**config.mk**
```make
export PLATFORM = sky130hd
export DESIGN_NAME = lfsr_rand_gen_flat
export DESIGN_NICKNAME = d
export VERILOG_FILES = /design/src/rtl/lfsr_rand_gen_pkg.sv /design/src/rtl/lfsr_rand_gen_if.sv /design/src/rtl/lfsr_rand_gen_step.sv /design/src/rtl/lfsr_rand_gen.sv /design/src/flat_wrapper.sv
export SDC_FILE = /design/constraint.sdc
export NUM_CORES = 1
export LEC_CHECK = 0
export ABC_AREA = 1
export BUFFER_PORTS_ARGS = -buffer_cell sky130_fd_sc_hd__buf_2
export CAP_MARGIN = 20
export CORE_MARGIN = 10
export CORE_UTILIZATION = 48
export DETAILED_ROUTE_END_ITERATION = 8
export MAX_ROUTING_LAYER = met4
export PLACE_DENSITY = 0.72
export SLEW_MARGIN = 20
export SYNTH_ARGS = -nofsm -noshare
export SYNTH_HDL_FRONTEND = slang
export SYNTH_HIERARCHICAL = 1
export SYNTH_SLANG_ARGS = --single-unit
export TNS_END_PERCENT = 50
```
**constraint.sdc**
```tcl
create_clock -name clk -period 1.15 [get_ports clk]
set_input_delay 0.23 -clock clk [delete_from_list [all_inputs] [get_ports clk]]
set_output_delay 0.23 -clock clk [all_outputs]
set_load 0.005 [all_outputs]
```
**src/rtl/lfsr_rand_gen_pkg.sv**
```systemverilog
// Shared types and constants for the LFSR random-number generator.
// Holds the draw FSM encoding and default Fibonacci feedback masks
// for common widths.
package lfsr_pkg;

    // Draw FSM: IDLE accepts requests, RUN advances the LFSR, DONE presents a word
    typedef enum logic [1:0] {
        ST_IDLE = 2'd0,
        ST_RUN  = 2'd1,
        ST_DONE = 2'd2
    } lfsr_state_e;

    // Maximal-length feedback masks (bit i set => state[i] feeds the XOR)
    localparam logic [7:0]  TAPS_W8  = 8'hB8;
    localparam logic [15:0] TAPS_W16 = 16'hB400;
    localparam logic [31:0] TAPS_W32 = 32'h80200003;

endpackage

```
**src/rtl/lfsr_rand_gen_if.sv**
```systemverilog
// Draw handshake bundle for lfsr_rand_gen.
// The consumer (master) raises req and ack; the generator (slave)
// reports ready/valid and presents the random word on out.
interface lfsr_rand_gen_if #(
    parameter int WIDTH = 8
);
    logic             req;
    logic             ready;
    logic             valid;
    logic             ack;
    logic [WIDTH-1:0] out;

    modport master (
        output req,
        output ack,
        input  ready,
        input  valid,
        input  out
    );

    modport slave (
        input  req,
        input  ack,
        output ready,
        output valid,
        output out
    );
endinterface

```
**src/rtl/lfsr_rand_gen_step.sv**
```systemverilog
// Combinational next-state function of a Fibonacci LFSR.
// Shifts left by one and inserts the parity of the tapped bits at bit 0.
module lfsr_step #(
    parameter int               WIDTH = 8,
    parameter logic [WIDTH-1:0] TAPS  = 8'hB8
) (
    input  logic [WIDTH-1:0] state,
    output logic [WIDTH-1:0] next_state
);

    // Feedback bit is the XOR of every tapped state bit
    assign next_state = {state[WIDTH-2:0], ^(state & TAPS)};

endmodule

```
**src/rtl/lfsr_rand_gen.sv**
```systemverilog
// On-demand pseudo-random word generator built on a Fibonacci LFSR.
// A draw accepted in IDLE advances the LFSR STEPS times before the word
// is presented with valid; the consumer retires it with ack.
// Optional feature: define LFSR_ZERO_GUARD_EN to replace a zero seed with
// RESET_SEED and record the event on the sticky zero_flag.
module lfsr_rand_gen
    import lfsr_pkg::*;
#(
    parameter int               WIDTH      = 8,
    parameter logic [WIDTH-1:0] TAPS       = TAPS_W8,
    parameter logic [WIDTH-1:0] RESET_SEED = 8'h01,
    parameter int               STEPS      = 8,
    parameter int               CNT_W      = 16
) (
    input  logic                 clk,
    input  logic                 clr_n,
    input  logic                 seed_load,
    input  logic [WIDTH-1:0]     seed,
    input  logic                 free_run,
    lfsr_rand_gen_if.slave       bus,
    output logic [CNT_W-1:0]     draw_count,
    output logic                 zero_flag
);

    localparam int               STEP_W    = $clog2(STEPS + 1);
    localparam logic [STEP_W-1:0] LAST_STEP = STEP_W'(STEPS - 1);

    lfsr_state_e       fsm_q;
    logic [WIDTH-1:0]  lfsr_q;
    logic [WIDTH-1:0]  lfsr_next;
    logic [WIDTH-1:0]  load_val;
    logic [STEP_W-1:0] step_cnt_q;
    logic [CNT_W-1:0]  draw_count_q;

    lfsr_step #(
        .WIDTH (WIDTH),
        .TAPS  (TAPS)
    ) u_step (
        .state      (lfsr_q),
        .next_state (lfsr_next)
    );

`ifdef LFSR_ZERO_GUARD_EN
    logic zero_flag_q;

    // An all-zero seed would lock the LFSR, so substitute the reset seed
    assign load_val = (seed == '0) ? RESET_SEED : seed;

    // Sticky record that a zero seed was rejected; only reset clears it
    always_ff @(posedge clk or negedge clr_n) begin
        if (!clr_n) begin
            zero_flag_q <= 1'b0;
        end else if (seed_load && (seed == '0)) begin
            zero_flag_q <= 1'b1;
        end
    end

    assign zero_flag = zero_flag_q;
`else
    // Seed is loaded as given; a zero seed parks the LFSR at zero
    assign load_val  = seed;
    assign zero_flag = 1'b0;
`endif

    // LFSR state, draw FSM, step counter and completed-draw counter;
    // seed_load overrides any FSM action and abandons an open draw
    always_ff @(posedge clk or negedge clr_n) begin
        if (!clr_n) begin
            lfsr_q       <= RESET_SEED;
            fsm_q        <= ST_IDLE;
            step_cnt_q   <= '0;
            draw_count_q <= '0;
        end else if (seed_load) begin
            lfsr_q     <= load_val;
            fsm_q      <= ST_IDLE;
            step_cnt_q <= '0;
        end else begin
            case (fsm_q)
                ST_IDLE: begin
                    if (bus.req) begin
                        fsm_q      <= ST_RUN;
                        step_cnt_q <= '0;
                    end else if (free_run) begin
                        lfsr_q <= lfsr_next;
                    end
                end
                ST_RUN: begin
                    lfsr_q <= lfsr_next;
                    if (step_cnt_q == LAST_STEP) begin
                        fsm_q <= ST_DONE;
                    end else begin
                        step_cnt_q <= step_cnt_q + STEP_W'(1);
                    end
                end
                ST_DONE: begin
                    // Word is frozen until retired; a simultaneous req is ignored
                    if (bus.ack) begin
                        fsm_q        <= ST_IDLE;
                        draw_count_q <= draw_count_q + CNT_W'(1);
                    end
                end
                default: begin
                    fsm_q <= ST_IDLE;
                end
            endcase
        end
    end

    assign bus.ready  = (fsm_q == ST_IDLE);
    assign bus.valid  = (fsm_q == ST_DONE);
    assign bus.out    = lfsr_q;
    assign draw_count = draw_count_q;

endmodule

```
**src/flat_wrapper.sv**
```systemverilog
// flat-port wrapper written by rule: the top's interface ports become plain ports
module lfsr_rand_gen_flat import lfsr_pkg::*;
#(
    parameter int               WIDTH      = 8,
    parameter logic [WIDTH-1:0] TAPS       = TAPS_W8,
    parameter logic [WIDTH-1:0] RESET_SEED = 8'h01,
    parameter int               STEPS      = 8,
    parameter int               CNT_W      = 16
)
  (clk, clr_n, seed_load, seed, free_run, draw_count, zero_flag, bus_req, bus_ack, bus_ready, bus_valid, bus_out);
  lfsr_rand_gen_if #(.WIDTH(WIDTH)) bus_i ();
  input  logic clk;
  input  logic clr_n;
  input  logic seed_load;
  input  logic [WIDTH-1:0] seed;
  input  logic free_run;
  output logic [CNT_W-1:0] draw_count;
  output logic zero_flag;
  input wire logic [$bits(bus_i.req)-1:0] bus_req;
  input wire logic [$bits(bus_i.ack)-1:0] bus_ack;
  output wire logic [$bits(bus_i.ready)-1:0] bus_ready;
  output wire logic [$bits(bus_i.valid)-1:0] bus_valid;
  output wire logic [$bits(bus_i.out)-1:0] bus_out;
  assign bus_i.req = bus_req;
  assign bus_i.ack = bus_ack;
  assign bus_ready = bus_i.ready;
  assign bus_valid = bus_i.valid;
  assign bus_out = bus_i.out;
  lfsr_rand_gen #(.WIDTH(WIDTH), .TAPS(TAPS), .RESET_SEED(RESET_SEED), .STEPS(STEPS), .CNT_W(CNT_W)) u_core (.clk(clk), .clr_n(clr_n), .seed_load(seed_load), .seed(seed), .free_run(free_run), .bus(bus_i), .draw_count(draw_count), .zero_flag(zero_flag));
endmodule
```
==> results_dict.tcl <==
set metrics [dict create \
    status "complete, but fails checks" \
    violations "setup timing" \
    drive_gt1_share_pct 45.1 \
    fin_tns_setup_ps -4990 \
    antenna_found_initial 0 \
    seq_power_share_pct 50.1 \
    yosysUniqueCellTypes 30 \
    cap_violations 0 \
    min_path_type "input pin to register" \
    numCtsBuffers 5 \
    p_per_area_nw_per_um2 951 \
    clkPwrFrac_pct 23.4 \
    yosysMostFrequentCell "nand2_1" \
    skew_ps 7.87 \
    slew_viol_final 0 \
    clock-sinks 30 \
    design_power_total_uw 2530 \
    grtUsageMet1_pct 16.4 \
    met2_usage_pct 24.7 \
    hp-start "bus_ack" \
    wl_per_cell_um 13.9 \
    crit-reg2reg-launch "u_core/fsm_q[0]$_DFFE_PN0P_" \
    routed_wl_um 5070 \
    synth_edf_count 0 \
    clk_pin_slew_ps 100 \
    ys_top_cells_by_count "nand2_1 (109), dfrtp_1 (29), nor2_1 (23), inv_1 (21), buf_4 (8)" \
    final_nets 335 \
    ys.warnings.count 6 \
    grt_pass1_vias 1677 \
    antenna_left 0 \
    core_area_um2 3420 \
    setup_viol 42 \
    period_minus_slack_ps 1410 \
    p_int_uw 1710 \
    post-route-period-util_pct 123 \
    synth_flop_cell "dfrtp_1" \
    port_buffers 39 \
    die_h_um 80.2 \
    io_pins 41 \
    yosys.area.top_type_share_pct 41.7 \
    root_buffer "clkbuf_4" \
    cts_tree "done" \
    vias 1748 \
    drt_iter0_drc 123 \
    leakagePower_uw 0.00141 \
    synthesis.area_um2 1740 \
    rr_worst_depth 7 \
    grtUsageTotal_pct 14.9 \
    hold_viol 0 \
    syn_area_per_cell_um2 7.31 \
    yosys.area.top_type "dfrtp_1" \
    grt_busiest_layer "met2" \
    setup_slack_ps -259 \
    drt_drc_violations_left 0 \
    path_class "register to register" \
    grt_max_degree 17 \
    ir_worst_vdd_uv 1030 \
    synth_area_leaders "dfrtp_1 (42%), nand2_1 (24%), nor2_1 (5.0%)" \
    worstSetupEndpointType "register" \
    swShare_pct 32.4 \
    grt_pass1_wl_um 7470 \
    antenna_cells 0 \
    met3_usage_pct 4.68 \
    dpl.hpwl_um 3240 \
    cp-start-kind "register" \
    required_ps 1370 \
    hold_end "u_core/fsm_q[1]$_DFFE_PN0P_" \
    ys_seq_area_share_pct 43.2 \
    initial_utilization_pct 51.0 \
    cts.path.max_buffers 2 \
    place_congestion 0.868 \
    overflow 0 \
    ctsHtreeMaxLevel 2 \
    synthesis.nets 254 \
    synth_seq_cells 30 \
    regToRegSetupSlack_ps -260 \
    power_frac_comb_pct 26.6 \
    core.rowCount 21 \
    crit_path_max_fanout 5 \
    fmax_mhz 709 \
    worstPathArrival_ps 1630 \
    area_growth_pct 53.0 \
    rsz0062_at_grt "yes" \
    async_flop_share_pct 100 \
    switchingPower_uw 822 \
    synthCells 238 \
    drtPass1Iterations 4 \
    dieArea_um2 6430 \
    clock_latency_ps 320 \
    die_w_um 80.2 \
    r2r-end "u_core/draw_count[10]$_DFFE_PN0P_" \
    hold_depth 2 \
    via_per_inst 4.79 \
]
==> critical path, cell delays in order, from the launching register on <==
cell and delay (ps):
dfrtp_1 440, inv_2 80, nand2_2 60, buf_6 130, nor2_8 110, nand4_1 210
o21ai_1 190, nand2_1 80
==> flip-flops by register name, indices dropped and copies added (netlist names) <==
register,flops
u_core/fsm_q,2
u_core/draw_count,16
u_core/bus.out,8
u_core/step_cnt_q,4
==> metal layers <==
layer,share of wire (%),vias to the layer above
li1,-,877
met1,41,803
met2,51,56
met3,6.3,12
met4,2.6,0
met5,0,-
==> stage by stage <==
stage / setup slack (ps) / cell area (um^2) / utilization, % / hold slack (ps) / cells
floorplan: -27.2 / 1750 / - / -65.6 / 238
global placement: -150 / 2160 / 63.2 / 21.2 / 343
detailed placement: -132 / 2160 / 63.2 / 21.2 / 343
CTS: -226 / 2490 / 72.9 / 114 / 358
global route: -326 / 2660 / 77.9 / 108 / 365
finish: -259 / 2660 / 77.9 / 137 / 365
==> placed cells by master, fill, tap and decap left out, types with 6 or more instances in the layout <==
| master | synthesis | final |
|---|---|---|
| buf_2 | 0 | 23 |
| nor2_1 | 23 | 17 |
| nand2_2 | 1 | 17 |
| inv_1 | 21 | 19 |
| dfrtp_1 | 29 | 24 |
| buf_6 | 0 | 32 |
| nor2_4 | 1 | 6 |
| nand2_1 | 109 | 89 |
| o21ai_1 | 1 | 6 |
| buf_4 | 8 | 26 |
==> power by group through the flow <==
stage	combinational, uW	sequential (uW)	clock, uW
6_report	672	1270	592
3_5_place_dp	481	1260	0
5_1_grt	747	1280	665
4_1_cts	617	1260	600
2_1_floorplan	328	1250	0
3_3_place_gp	472	1250	0
==> layout make-up <==
cell class                 count  area (um^2)
multi-input combinational    175          998
sequential                    30          758
fill                         228          753
timing repair buffer          83          701
inverter                      24          103
tap                           46         57.6
clock buffer                   7         45.0
==> how the worst max path moves through the flow <==
stage / from / end / cells past startpoint
2_1_floorplan: u_core/draw_count[0]$_DFFE_PN0P_ / u_core/draw_count[8]$_DFFE_PN0P_ / 6
3_3_place_gp: u_core/fsm_q[1]$_DFFE_PN0P_ / u_core/bus.out[0]$_DFFE_PN1P_ / 7
3_5_place_dp: u_core/fsm_q[1]$_DFFE_PN0P_ / u_core/bus.out[7]$_DFFE_PN0P_ / 7
4_1_cts: u_core/fsm_q[0]$_DFFE_PN0P_ / bus_valid / 5
5_1_grt: u_core/fsm_q[0]$_DFFE_PN0P_ / u_core/draw_count[5]$_DFFE_PN0P_ / 10
6_report: u_core/fsm_q[0]$_DFFE_PN0P_ / u_core/draw_count[10]$_DFFE_PN0P_ / 7
==> what timing repair did <==
action                     4_1_cts  5_1_grt
hold buffers                     1        0
resized for setup               56       33
setup buffers                    8        7
hold endpoints to repair        29        0
setup endpoints to repair       39       53
pin swaps                       16        9
==> kinds of logic (layout without fill, tap and decap cells) <==
group / Yosys count / in the layout / synth area share, %
AO/OA/AOI/OAI: 10 / 10 / 3.23
XOR/XNOR: 10 / 10 / 5.03
adder cells (fa/ha/maj): 2 / 2 / 1.44
buffers and inverters: 33 / 114 / 8.99
flip-flops: 30 / 30 / 43.2
other: 1 / 1 / 0.215
AND/OR/NAND/NOR: 152 / 152 / 37.9
Note: power is estimated with default switching activity, not from simulation.
